### src/rtl/riscv_pkg.sv
// Shared RV32 writeback definitions: result-source encoding, load funct3 codes
// and the default datapath width.
package riscv_pkg;

    localparam int unsigned XLEN_DEFAULT = 32;

    typedef enum logic [1:0] {
        RES_ALU  = 2'b00,
        RES_LOAD = 2'b01,
        RES_PC4  = 2'b10
    } result_src_t;

    localparam logic [2:0] F3_LB  = 3'b000;
    localparam logic [2:0] F3_LH  = 3'b001;
    localparam logic [2:0] F3_LW  = 3'b010;
    localparam logic [2:0] F3_LBU = 3'b100;
    localparam logic [2:0] F3_LHU = 3'b101;

endpackage

### src/rtl/writeback_regfile_if.sv
// W-stage bundle: MEM/WB pipeline outputs in, decode read ports and the
// forwarded writeback value out.
interface writeback_regfile_if #(
    parameter int unsigned XLEN = riscv_pkg::XLEN_DEFAULT
);
    logic            RegWriteW;
    logic [1:0]      ResultSrcW;
    logic [XLEN-1:0] ALUResultW;
    logic [XLEN-1:0] ReadDataW;
    logic [XLEN-1:0] PCPlus4W;
    logic [4:0]      RdW;
    logic [2:0]      LoadTypeW;
    logic [4:0]      A1;
    logic [4:0]      A2;
    logic [XLEN-1:0] RD1;
    logic [XLEN-1:0] RD2;
    logic [XLEN-1:0] ResultW;

    modport master (
        output RegWriteW, ResultSrcW, ALUResultW, ReadDataW, PCPlus4W,
               RdW, LoadTypeW, A1, A2,
        input  RD1, RD2, ResultW
    );

    modport slave (
        input  RegWriteW, ResultSrcW, ALUResultW, ReadDataW, PCPlus4W,
               RdW, LoadTypeW, A1, A2,
        output RD1, RD2, ResultW
    );
endinterface

### src/rtl/load_extend.sv
// Load lane selection and sign/zero extension of an aligned memory word.
module load_extend
    import riscv_pkg::*;
#(
    parameter int unsigned XLEN = XLEN_DEFAULT
) (
    input  logic [XLEN-1:0] word,
    input  logic [1:0]      offset,
    input  logic [2:0]      funct3,
    output logic [XLEN-1:0] result
);

    logic [7:0]  byte_lane;
    logic [15:0] half_lane;

    always_comb begin
        case (offset)
            2'd0:    byte_lane = word[7:0];
            2'd1:    byte_lane = word[15:8];
            2'd2:    byte_lane = word[23:16];
            default: byte_lane = word[31:24];
        endcase
        half_lane = offset[1] ? word[31:16] : word[15:0];

        // unknown funct3 codes fall through to a full-word load
        case (funct3)
            F3_LB:   result = {{(XLEN-8){byte_lane[7]}}, byte_lane};
            F3_LH:   result = {{(XLEN-16){half_lane[15]}}, half_lane};
            F3_LBU:  result = {{(XLEN-8){1'b0}}, byte_lane};
            F3_LHU:  result = {{(XLEN-16){1'b0}}, half_lane};
            default: result = word;
        endcase
    end

endmodule

### src/rtl/writeback_regfile.sv
// Writeback result mux plus the architectural register file, with x0 hardwired
// to zero and a same-cycle write-through bypass on both read ports.
module writeback_regfile
    import riscv_pkg::*;
#(
    parameter int unsigned XLEN = XLEN_DEFAULT,
    parameter int unsigned NREG = 32
) (
    input  logic               clk,
    input  logic               reset,
    writeback_regfile_if.slave wb
);

    logic [XLEN-1:0] regs [1:NREG-1];
    logic [XLEN-1:0] load_data;
    logic [XLEN-1:0] result;
    logic [XLEN-1:0] rd1;
    logic [XLEN-1:0] rd2;
    logic            wr_en;
    result_src_t     src;

    function automatic logic addr_ok(input logic [4:0] a);
        return (a != 5'd0) && (32'(a) < NREG);
    endfunction

    load_extend #(.XLEN(XLEN)) u_load_extend (
        .word   (wb.ReadDataW),
        .offset (wb.ALUResultW[1:0]),
        .funct3 (wb.LoadTypeW),
        .result (load_data)
    );

    assign src = result_src_t'(wb.ResultSrcW);

    always_comb begin
        case (src)
            RES_LOAD: result = load_data;
            RES_PC4:  result = wb.PCPlus4W;
            default:  result = wb.ALUResultW;
        endcase
    end

    assign wr_en = reset && wb.RegWriteW && addr_ok(wb.RdW);

    always_ff @(posedge clk) begin
        if (!reset) begin
            for (int unsigned i = 1; i < NREG; i++) begin
                regs[i[4:0]] <= '0;
            end
        end else if (wr_en) begin
            regs[wb.RdW] <= result;
        end
    end

    // bypass is gated by wr_en, so it is off during reset and for x0
    always_comb begin
        rd1 = '0;
        rd2 = '0;
        if (addr_ok(wb.A1)) rd1 = regs[wb.A1];
        if (addr_ok(wb.A2)) rd2 = regs[wb.A2];
        if (wr_en && (wb.RdW == wb.A1)) rd1 = result;
        if (wr_en && (wb.RdW == wb.A2)) rd2 = result;
    end

    assign wb.RD1     = rd1;
    assign wb.RD2     = rd2;
    assign wb.ResultW = result;

endmodule
### src/flat_wrapper.sv
// flat-port wrapper written by rule: the top's interface ports become plain ports
module writeback_regfile_flat import riscv_pkg::*;
#(
    parameter int unsigned XLEN = XLEN_DEFAULT,
    parameter int unsigned NREG = 32
)
  (clk, reset, wb_RegWriteW, wb_ResultSrcW, wb_ALUResultW, wb_ReadDataW, wb_PCPlus4W, wb_RdW, wb_LoadTypeW, wb_A1, wb_A2, wb_RD1, wb_RD2, wb_ResultW);
  writeback_regfile_if #(.XLEN(XLEN)) wb_i ();
  input  logic clk;
  input  logic reset;
  input wire logic [$bits(wb_i.RegWriteW)-1:0] wb_RegWriteW;
  input wire logic [$bits(wb_i.ResultSrcW)-1:0] wb_ResultSrcW;
  input wire logic [$bits(wb_i.ALUResultW)-1:0] wb_ALUResultW;
  input wire logic [$bits(wb_i.ReadDataW)-1:0] wb_ReadDataW;
  input wire logic [$bits(wb_i.PCPlus4W)-1:0] wb_PCPlus4W;
  input wire logic [$bits(wb_i.RdW)-1:0] wb_RdW;
  input wire logic [$bits(wb_i.LoadTypeW)-1:0] wb_LoadTypeW;
  input wire logic [$bits(wb_i.A1)-1:0] wb_A1;
  input wire logic [$bits(wb_i.A2)-1:0] wb_A2;
  output wire logic [$bits(wb_i.RD1)-1:0] wb_RD1;
  output wire logic [$bits(wb_i.RD2)-1:0] wb_RD2;
  output wire logic [$bits(wb_i.ResultW)-1:0] wb_ResultW;
  assign wb_i.RegWriteW = wb_RegWriteW;
  assign wb_i.ResultSrcW = wb_ResultSrcW;
  assign wb_i.ALUResultW = wb_ALUResultW;
  assign wb_i.ReadDataW = wb_ReadDataW;
  assign wb_i.PCPlus4W = wb_PCPlus4W;
  assign wb_i.RdW = wb_RdW;
  assign wb_i.LoadTypeW = wb_LoadTypeW;
  assign wb_i.A1 = wb_A1;
  assign wb_i.A2 = wb_A2;
  assign wb_RD1 = wb_i.RD1;
  assign wb_RD2 = wb_i.RD2;
  assign wb_ResultW = wb_i.ResultW;
  writeback_regfile #(.XLEN(XLEN), .NREG(NREG)) u_core (.clk(clk), .reset(reset), .wb(wb_i));
endmodule
### config.mk
export PLATFORM = sky130hd
export DESIGN_NAME = writeback_regfile_flat
export DESIGN_NICKNAME = d
export VERILOG_FILES = /design/src/rtl/riscv_pkg.sv /design/src/rtl/writeback_regfile_if.sv /design/src/rtl/load_extend.sv /design/src/rtl/writeback_regfile.sv /design/src/flat_wrapper.sv
export SDC_FILE = /design/constraint.sdc
export NUM_CORES = 2
export LEC_CHECK = 0
export CELL_PAD_IN_SITES_DETAIL_PLACEMENT = 0
export CELL_PAD_IN_SITES_GLOBAL_PLACEMENT = 2
export CORE_MARGIN = 1
export CORE_UTILIZATION = 30
export CTS_CLUSTER_DIAMETER = 200
export DETAILED_ROUTE_END_ITERATION = 16
export PLACE_DENSITY_LB_ADDON = 0.05
export SYNTH_ARGS = -nofsm -noshare
export SYNTH_HDL_FRONTEND = slang
export SYNTH_SLANG_ARGS = --single-unit
### constraint.sdc
create_clock -name clk -period 2.6 [get_ports clk]
set_clock_uncertainty 0.1 [all_clocks]
set_input_delay 0.39 -clock clk [delete_from_list [all_inputs] [get_ports clk]]
set_output_delay 0.39 -clock clk [all_outputs]
set_load 0.02 [all_outputs]
# Yosys cells after proc, flatten, opt, wreduce, memory -nomap -nowiden
# Memories as Yosys holds them, arrays and structs flattened.
# Cells that the tools add are included.
# W data, S select, Z words.
dict set report word_totals {
  out_inout_bits 96
  regBits 0
  in_bits 119
  memories 1
  mem_bits_rw 992
}
dict set report classes {
  n_reduce_logical 10
  eq_ne 9
  muxes 15
}
# memory words word_bits read_ports rd_ports_with_merged_regs write_ports line_no
set memory_table {}
lappend memory_table {u_core.regs 31 32 2 0 31 writeback_regfile.sv:14} ;# logic [XLEN-1:0] regs [1:NREG-1];
# op n
set ops {}
lappend ops {{$mux W32} 5}
lappend ops {{$pmux W32 S4} 1}
lappend ops {{$pmux W32 S2} 1}
lappend ops {{$reduce_or A32 Y1} 1}
lappend ops {{$pmux W8 S3} 1}
lappend ops {{$mux W16} 1}
lappend ops {{$reduce_bool A5 Y1} 3}
lappend ops {{$eq A5 B5 Y1} 2}
lappend ops {{$eq A3 B3 Y1 const B} 2}
lappend ops {{$mux W1} 5}
lappend ops {{$mux W5} 1}
lappend ops {{$eq A2 B1 Y1 const B} 2}
lappend ops {{$eq A2 B2 Y1 const B} 2}
lappend ops {{$logic_and A1 B1 Y1} 4}
lappend ops {{$eq A3 B1 Y1 const B} 1}
lappend ops {{$logic_not A3 Y1} 1}
lappend ops {{$logic_not A2 Y1} 1}

# Depth between registers and ports, before layout
dict set report logic_depth {
  depth_word 7
  depth_mapped 13
  depth_no_buf 7
}

# Hierarchy
# A second synthesis with hierarchy kept.
dict set report unflattened {
  hier_cells 4168
  area_unflattened_um2 54235.8
}
# module n_inst area_each_um2 cells_per_inst
set modules_own_cells {}
lappend modules_own_cells {writeback_regfile 1 53512.6 4037}
lappend modules_own_cells {load_extend 1 723.2 131}

# Worst setup path after synthesis
# No wires, ideal clock.
dict set report synth_timing {
  path_type {input to register}
  from {input port reset}
  to {memory u_core.regs[16][0] in the netlist's numbering, enable pin}
  cell_stages 6
  slack_ns -0.156
  arrival_ns 2.267
  path_buffers 2
  cell_sequence {clkbuf_1 nand2_1 nor4_2 nand2_1 clkbuf_1 nand2_1}
}
# item line_no
set synth_lines {}
lappend synth_lines {{from (decl)} flat_wrapper.sv:10} ;# input logic reset;
lappend synth_lines {{to (decl)} writeback_regfile.sv:14}

==> out/metrics.cfg <==
[critical_path]
crit_path_cell_trace = mux4_2 -> a22oi_2 -> buf_4 -> a21oi_2 -> or2_1 -> a2bb2oi_4 -> buf_6
cp_slowest_cell = mux4_2
cp.required_ps = 2110
cp.arrival_ps = 2840
crit_path_end_kind = output pin
cp_max_fo = 2
cp-start-kind = flop
max_stage_delay_ps = 490
critPathKind = flop to output pin

[clock_tree]
root_buffer = clkbuf_16
clock-sinks = 1024
cts_max_level = 4
clk_pin_slew_ps = 50
cts_tree = yes
cts_buffer_depth = 3
cts_buffers = 131

[synth]
synthesis.area_um2 = 55310
yosys-top-cells-area = edfxtp_1, mux4_2, nor2_1
yosysTopAreaCell = edfxtp_1
synth_cell_types = 59
yosysSeqAreaShare = 0.5560
synth_top_area_frac = 0.5560
async_flop_share = 0
synth_cells = 4089
yosysWarnings = 0
avgSynthCellArea_um2 = 13.53
synthFlopType = edfxtp_1
ys_ff_latch = 1024
synth_edf_count = 1024

[run]
cap_viol_max_count = 0

[detailed_routing]
vias = 41160
routed_wl_um = 266900
drcViolationCount = 0
vias_per_cell = 5.493
drtPass1Iterations = 8
first_iter_violations = 3640
postRouteAntennaNets = 0
wl_per_cell_um = 35.63

[die]
core-area_um2 = 183100
initial_core_util = 0.3021
placementRows = 157
die_h_um = 431.4
die_w_um = 431.4
dieArea_um2 = 186100
pin_count = 215

[power_and_ir_drop]
p_total_uw = 48220
power.density_nw_per_um2 = 643.0
vdd_drop_max_v = 0.0006092
p_leak_uw = 0.02744

[finish]
largest_reg_flops = 1024
area_growth_pct = 35.58
final_common_cell = edfxtp_1
final_cell_mix = edfxtp_1, nor2_1, buf_4
fill_cells = 17290
nNetsFinal = 5043
largest_registers = u_core.regs (1024)
drive_gt1_frac = 0.4188
regMostFlops = u_core.regs
fin_area_um2 = 74990

[placed_design]
postPlaceCellArea_um2 = 67280
dp_slack_ps = -1521
io_buffers = 214
gp_congestion = 0.8359
dp_hpwl_um = 187300

[sta]
fin_hold_ws_ps = 368.8
finalMaxSlewViolations = 0
hold_viol_final = 0
setup_ws_ps = -727.1
worstMarginPinSlew_ps = 746.5
slew_headroom = 0.5023
fin_tns_setup_ps = -33200
finalSetupViolations = 80
rsz0062_at_grt = yes
fin_crit_sh = 1.280
fmax_ghz = 0.3006
period_needed_ps = 3327

[status]
violations = setup timing
status = finished, violations left

[global_route]
grt_max_degree = 33
antenna_found_initial = 6
grt_pass1_wl_um = 363500
first_global_vias = 42380
grt_overflow_total = 0
track_usage = 0.2856

[hold_path]
worstHoldStart = wb_ReadDataW[15]
holdPathStages = 7
holdPathEnd = u_core.regs[0][15]$_DFFE_PP_
hold_class = primary input to flop

## area by class of cell
type,instances,area [µm²],share of cell area
Tap cell,2464,3083,0.04111
Clock buffer,168,3545,0.04727
Sequential cell,1024,30750,0.4100
Inverter,42,269.0,0.003587
Clock inverter,69,678.2,0.009043
Timing Repair Buffer,1124,12200,0.1627
Multi-Input combinational cell,2599,24460,0.3262
Antenna cell,2,5.005,0.00006674
## cell families (layout without fill, tap and decap cells)
family                     Yosys count  in the layout  synth area share
adders and majority gates            2              2         0.0004524
DFF                               1024           1024            0.5560
other                                1             34        0.00006780
xor gates and xnor gates            10             10          0.001583
buffers and inverters              498           1403           0.05368
AOI/OAI and AO/OA                  650            650           0.09130
and+or+nand+nor                   1256           1257           0.09135
muxes                              648            648            0.2056
## stage by stage
step                      cells    util
after floorplan            4120       -
after global placement     7198  0.3675
after detailed placement   7198  0.3675
after CTS                  7486  0.4053
after global routing       7490  0.4096
final                      7492  0.4096
## synth_stat cells (all sizes together) (6+ instances only)
cell type,instances
a21o,19
a211oi,14
mux4,387
xor2,6
nor2,1020
o21ai,18
nand3,7
a22oi,201
a21boi,22
mux2i,253
a31oi,11
mux2,8
and3,25
nor2b,24
a221oi,142
a21oi,93
a2bb2oi,51
clkbuf,199
or2,47
inv,42
nand2,105
nor3,11
buf,257
edfxtp,1024
o21bai,63
## what timing repair did
item,CTS,global route
gates resized for setup,933,187
gates cloned,7,3
hold buffers,0,0
hold endpoints to repair,0,0
setup endpoints to repair,127,96
pin swaps,193,110
buffers inserted,83,23
## power breakdown
part           switching, µW  internal, µW  total [µW]
combinational           5720          4510       10200
sequential               476         19100       19600
clock                   7660         10700       18400
total                  13900         34400       48200
## layer usage
| metal | part of all wire | GRT usage | vias to the layer above |
|---|---|---|---|
| met5 | 0.000086 | 0 | - |
| met4 | 0.030 | 0.08075 | 4 |
| met3 | 0.047 | 0.03843 | 307 |
| met2 | 0.50 | 0.4869 | 1227 |
| met1 | 0.43 | 0.3781 | 22230 |
| li1 | - | - | 17390 |
## how the worst max path moves through the flow
stage / startpoint / slack, ps / end
3_5_place_dp: wb_ALUResultW[1] / -1520 / wb_RD2[8]
3_3_place_gp: wb_ALUResultW[1] / -1580 / wb_RD2[8]
2_1_floorplan: wb_ResultSrcW[0] / -70 / wb_RD1[17]
4_1_cts: u_core.regs[30][5]$_SDFFCE_PN0P_ / -750 / wb_RD2[5]
5_1_grt: u_core.regs[30][5]$_SDFFCE_PN0P_ / -770 / wb_RD2[5]
6_report: u_core.regs[31][5]$_SDFFCE_PN0P_ / -730 / wb_RD2[5]
## critical path, delay by kind of cell, from the launching register on
| family | cells | cell delay [ps] |
|---|---|---|
| AO/OA/AOI/OAI | 3 | 570 |
| buffers and inverters | 2 | 350 |
| flip-flops | 1 | 380 |
| multiplexers | 1 | 490 |
| AND/OR/NAND/NOR | 1 | 250 |
(Power assumes the default switching activity.)
